## src/rtl/toggle_monitor_pkg.sv

```systemverilog
// Shared definitions for the toggle monitor: debounce FSM encoding and
// default parameter values.
package toggle_monitor_pkg;

    typedef enum logic [1:0] {
        ST_STABLE_LO = 2'd0,
        ST_WAIT_HI   = 2'd1,
        ST_STABLE_HI = 2'd2,
        ST_WAIT_LO   = 2'd3
    } state_t;

    localparam int DEF_STABLE_CYCLES = 4;
    localparam int DEF_CNT_W         = 8;

endpackage

```

## src/rtl/sat_counter.sv

```systemverilog
// Saturating event counter with a sticky overflow flag; holds at all-ones
// and raises ovf on any further increment until rst or clr.
module sat_counter #(
    parameter int W = 8
) (
    input  logic         clk,
    input  logic         rst,
    input  logic         clr,
    input  logic         inc,
    output logic [W-1:0] count,
    output logic         ovf
);

    // NOTE: sequential state uses non-blocking assignments so every register
    // samples pre-edge values, independent of process ordering.
    always_ff @(posedge clk) begin
        if (rst || clr) begin
            count <= '0;
            ovf   <= 1'b0;
        end else if (inc) begin
            if (count == {W{1'b1}}) begin
                ovf <= 1'b1;
            end else begin
                count <= count + 1'b1;
            end
        end
    end

endmodule

```

## src/rtl/toggle_monitor.sv

```systemverilog
// Debounces a single-bit input, emits one-cycle rise/fall pulses on accepted
// transitions and keeps saturating transition counts with a sticky overflow.
module toggle_monitor
    import toggle_monitor_pkg::*;
#(
    parameter int STABLE_CYCLES = DEF_STABLE_CYCLES,
    parameter int CNT_W         = DEF_CNT_W
) (
    input  logic             clk,
    input  logic             rst,
    input  logic             sig_in,
    input  logic             clear,
    output logic             sig_stable,
    output logic             rise_pulse,
    output logic             fall_pulse,
    output logic [CNT_W-1:0] rise_count,
    output logic [CNT_W-1:0] fall_count,
    output logic             overflow
);

    localparam logic [7:0] DBC_LAST = 8'(STABLE_CYCLES - 1);

    logic       s_q;
    state_t     state, state_nx;
    logic [7:0] dbc, dbc_nx;
    logic       rise_acc, fall_acc;
    logic       rise_ovf, fall_ovf;

    always_ff @(posedge clk) begin
        if (rst) begin
            s_q        <= 1'b0;
            state      <= ST_STABLE_LO;
            dbc        <= 8'd0;
            rise_pulse <= 1'b0;
            fall_pulse <= 1'b0;
        end else begin
            s_q        <= sig_in;
            state      <= state_nx;
            dbc        <= dbc_nx;
            rise_pulse <= rise_acc;
            fall_pulse <= fall_acc;
        end
    end

    // NOTE: every output of this block gets a default first, so no path can
    // leave a signal unassigned and infer a latch.
    always_comb begin
        state_nx = state;
        dbc_nx   = dbc;
        rise_acc = 1'b0;
        fall_acc = 1'b0;
        unique case (state)
            ST_STABLE_LO: begin
                if (s_q) begin
                    state_nx = ST_WAIT_HI;
                    dbc_nx   = 8'd1;
                end
            end
            ST_WAIT_HI: begin
                if (!s_q) begin
                    state_nx = ST_STABLE_LO;
                end else if (dbc == DBC_LAST) begin
                    state_nx = ST_STABLE_HI;
                    rise_acc = 1'b1;
                end else begin
                    dbc_nx = dbc + 8'd1;
                end
            end
            ST_STABLE_HI: begin
                if (!s_q) begin
                    state_nx = ST_WAIT_LO;
                    dbc_nx   = 8'd1;
                end
            end
            ST_WAIT_LO: begin
                if (s_q) begin
                    state_nx = ST_STABLE_HI;
                end else if (dbc == DBC_LAST) begin
                    state_nx = ST_STABLE_LO;
                    fall_acc = 1'b1;
                end else begin
                    dbc_nx = dbc + 8'd1;
                end
            end
            default: state_nx = ST_STABLE_LO;
        endcase
    end

    assign sig_stable = (state == ST_STABLE_HI) || (state == ST_WAIT_LO);

    // Counters take the combinational accept so the new count lands with the pulse.
    sat_counter #(.W(CNT_W)) u_rise_cnt (
        .clk   (clk),
        .rst   (rst),
        .clr   (clear),
        .inc   (rise_acc),
        .count (rise_count),
        .ovf   (rise_ovf)
    );

    sat_counter #(.W(CNT_W)) u_fall_cnt (
        .clk   (clk),
        .rst   (rst),
        .clr   (clear),
        .inc   (fall_acc),
        .count (fall_count),
        .ovf   (fall_ovf)
    );

    assign overflow = rise_ovf | fall_ovf;

endmodule
```

## config.mk

```make
export PLATFORM = sky130hd
export DESIGN_NAME = toggle_monitor
export DESIGN_NICKNAME = d
export VERILOG_FILES = /design/src/rtl/toggle_monitor_pkg.sv /design/src/rtl/sat_counter.sv /design/src/rtl/toggle_monitor.sv
export SDC_FILE = /design/constraint.sdc
export NUM_CORES = 1
export LEC_CHECK = 0
export CAP_MARGIN = 20
export CORE_AREA = 2 2 77 42
export CTS_BUF_LIST = sky130_fd_sc_hd__clkbuf_16
export DETAILED_ROUTE_END_ITERATION = 10
export DIE_AREA = 0 0 79 44
export DONT_BUFFER_PORTS = 1
export GPL_TIMING_DRIVEN = 0
export PLACE_DENSITY = 0.68
export SYNTH_ARGS = -nofsm -noshare
export SYNTH_HDL_FRONTEND = slang
export SYNTH_SLANG_ARGS = --single-unit
```

## constraint.sdc

```tcl
create_clock -name clk -period 2.2 [get_ports clk]
set_input_delay 0.44 -clock clk [delete_from_list [all_inputs] [get_ports clk]]
set_output_delay 0.44 -clock clk [all_outputs]
set_load 0.005 [all_outputs]
```

==> results.ini <==
[status]
status = finished, final reports clean

[clock_network]
clock_path_buffers = 2
clkLatencyLatePin_ns = 0.28
cts_sinks = 31
cts_hold_buf = 0
cts_buffers = 5
htreeDepth = 2
tritoncts = yes
cts-root-buf = clkbuf_16
clk_pin_slew_worst_paths_ns = 0.05

[grt]
grt_max_degree = 11
overflow = 0
grt_use_total = 0.2133
grt_pass1_wl_mm = 5.361
antenna_found_initial = 0
grt_pass1_vias = 1121

[synth]
synth.yosys.warnings = 0
async_flop_share = 0
synth_edf_count = 0
synth_common_cells = dfxtp_1, a21oi_1, nand2_1
synth.top_cell.area_share = 0.4232
synthesis.nets = 170
ys_ff_latch = 31
yosys.cell_types.count = 36
syn-cell-area_um2 = 1466
yosysTopAreaCell = dfxtp_1
seq_area_frac_synth = 0.4232
synth.most_common_cell = dfxtp_1
synthFlopType = dfxtp_1
synth_area_leaders = dfxtp_1, a21oi_1, o31ai_1
syn_avg_cell_area_um2 = 8.996
synth_cells = 163

[place]
dp_cells = 203
place_hpwl_mm = 2.349
port_buffers = 0
globalplace.congestion = 0.7985

[floorplanning]
core-area_um2 = 2838
die_w_um = 79
rows = 14
die_area_um2 = 3476
ios = 24
start_util = 0.5168
die_height_um = 44

[routing]
vias = 1305
initialDrtViolationCount = 62
routed_via_density = 6.156
wirelength_mm = 3.328
drcViolationCount = 0
ant_nets = 0
dr.pass1.iters = 4
wire_per_inst_um = 15.70

[sta]
drv_slew = 0
worst_pin_slew_ns = 0.6926
timing.hold.ws_ns = 0.2926
rsz0062_at_grt = true
fmax_ghz = 0.4782
fin_setup_tns_ns = 0
finalClockSkew_ns = 0.003871
finalHoldViolations = 0
relSlewSlack = 0.5349
post-route-min-period_ns = 2.091
setup_viol = 0
timing.final.crit_share = 0.9505

[worst_setup_path]
setup.worst_path.end_class = register
cp.arrival_ns = 2.29
cp_max_fo = 9
crit_type = register to register
worst_ep_required_time_ns = 2.40
cp-start-kind = register

[finish]
n_antenna_cell = 0
drive_gt1_frac = 0.1047
fin_nets = 178
multi_input_area_um2 = 815.8
seq_area_um2 = 620.6
fill_cells = 268
syn2layout_area_growth_pct = 16.04
final_cells = 212

[job]
drv_cap = 0

[pwr]
power_w = 0.001362
p_per_area_nw_per_um2 = 800.6
peakVddDrop_uv = 366.3
p_leak_nw = 0.5369

[hold_path]
hp-class = input pin to register

-- flip-flops by register name, summed over array words and instances, names as in the netlist, named ones only --
signal and count:
u_fall_cnt.ovf 1, u_fall_cnt.count 8, u_rise_cnt.ovf 1, fall_pulse 1, s_q 1, u_rise_cnt.count 8
rise_pulse 1, state 1, dbc 8
-- layer usage --
layer / GRT usage / up-vias / part of all wire
li1: - / 634 / -
met1: 0.2833 / 614 / 0.48
met2: 0.2966 / 51 / 0.41
met3: 0.08333 / 6 / 0.092
met4: 0.1241 / 0 / 0.020
met5: 0 / - / 0
-- metrics by stage --
step / area (um^2) / setup WS, ns / utilization
after floorplan: 1466 / 0.3898 / -
after global placement: 1516 / 0.09065 / 0.5344
after global routing: 1702 / -0.02232 / 0.5996
after detailed placement: 1516 / 0.02026 / 0.5344
final: 1702 / 0.1088 / 0.5996
after CTS: 1688 / 0.07484 / 0.5948
-- where the power goes --
part	internal [W]	leakage, nW	switching (W)	total (W)
combinational	0.00000826	0.205	0.0000199	0.0000281
sequential	0.000565	0.250	0.00000387	0.000569
clock	0.000527	0.0812	0.000238	0.000765
-- worst paths after layout --
check                                    start             endpoint  slack (ns)  depth (start not counted)
worst max register to register          dbc[0]  u_rise_cnt.count[3]        0.11                          5
worst max-delay path                    dbc[0]  u_rise_cnt.count[3]        0.11                          5
worst min-delay path                    sig_in                  s_q        0.29                          1
worst min register to register  u_rise_cnt.ovf       u_rise_cnt.ovf        0.45                          1
-- critical path, stage by stage (launching register included) --
cell      delay [ns]
dfxtp_1         0.39
ha_1            0.24
nor4b_4         0.40
nand4b_2        0.28
or4_1           0.56
a21oi_1         0.16
-- cell type report --
type,count,area share
well taps,40,0.02941
multi-input cells,121,0.4794
plain buffers,8,0.01912
clock inverters,3,0.02279
clock buffers,5,0.07353
inverters,3,0.006618
repair buffers,1,0.004412
flip-flops and latches,31,0.3647
-- layout by cell type (no fill, tap or decap), types with 6 or more instances in the layout --
cell,Yosys,layout
a21oi_1,17,17
dfxtp_1,31,31
nand2_1,13,13
nand3_1,11,10
nor2_1,11,11
o31ai_1,9,9
or3_1,6,6
or4_1,7,7
-- kinds of logic (layout without fill, tap and decap cells) --
| group | Yosys count | count (layout) | share of synthesized area |
|---|---|---|---|
| multiplexers | 2 | 2 | 0.01365 |
| AO/OA/AOI/OAI | 42 | 42 | 0.1843 |
| XOR/XNOR | 5 | 5 | 0.02986 |
| adder cells (fa/ha/maj) | 3 | 3 | 0.02560 |
| AND/OR/NAND/NOR | 69 | 69 | 0.2944 |
| flip-flops | 31 | 31 | 0.4232 |
| buffers and inverters | 11 | 20 | 0.02900 |
-- repair_timing --
item	in CTS	in global routing
setup buffers	1	0
endpoints found under the setup margin	1	7
resized for setup	0	5
(Power assumes the default switching activity.)
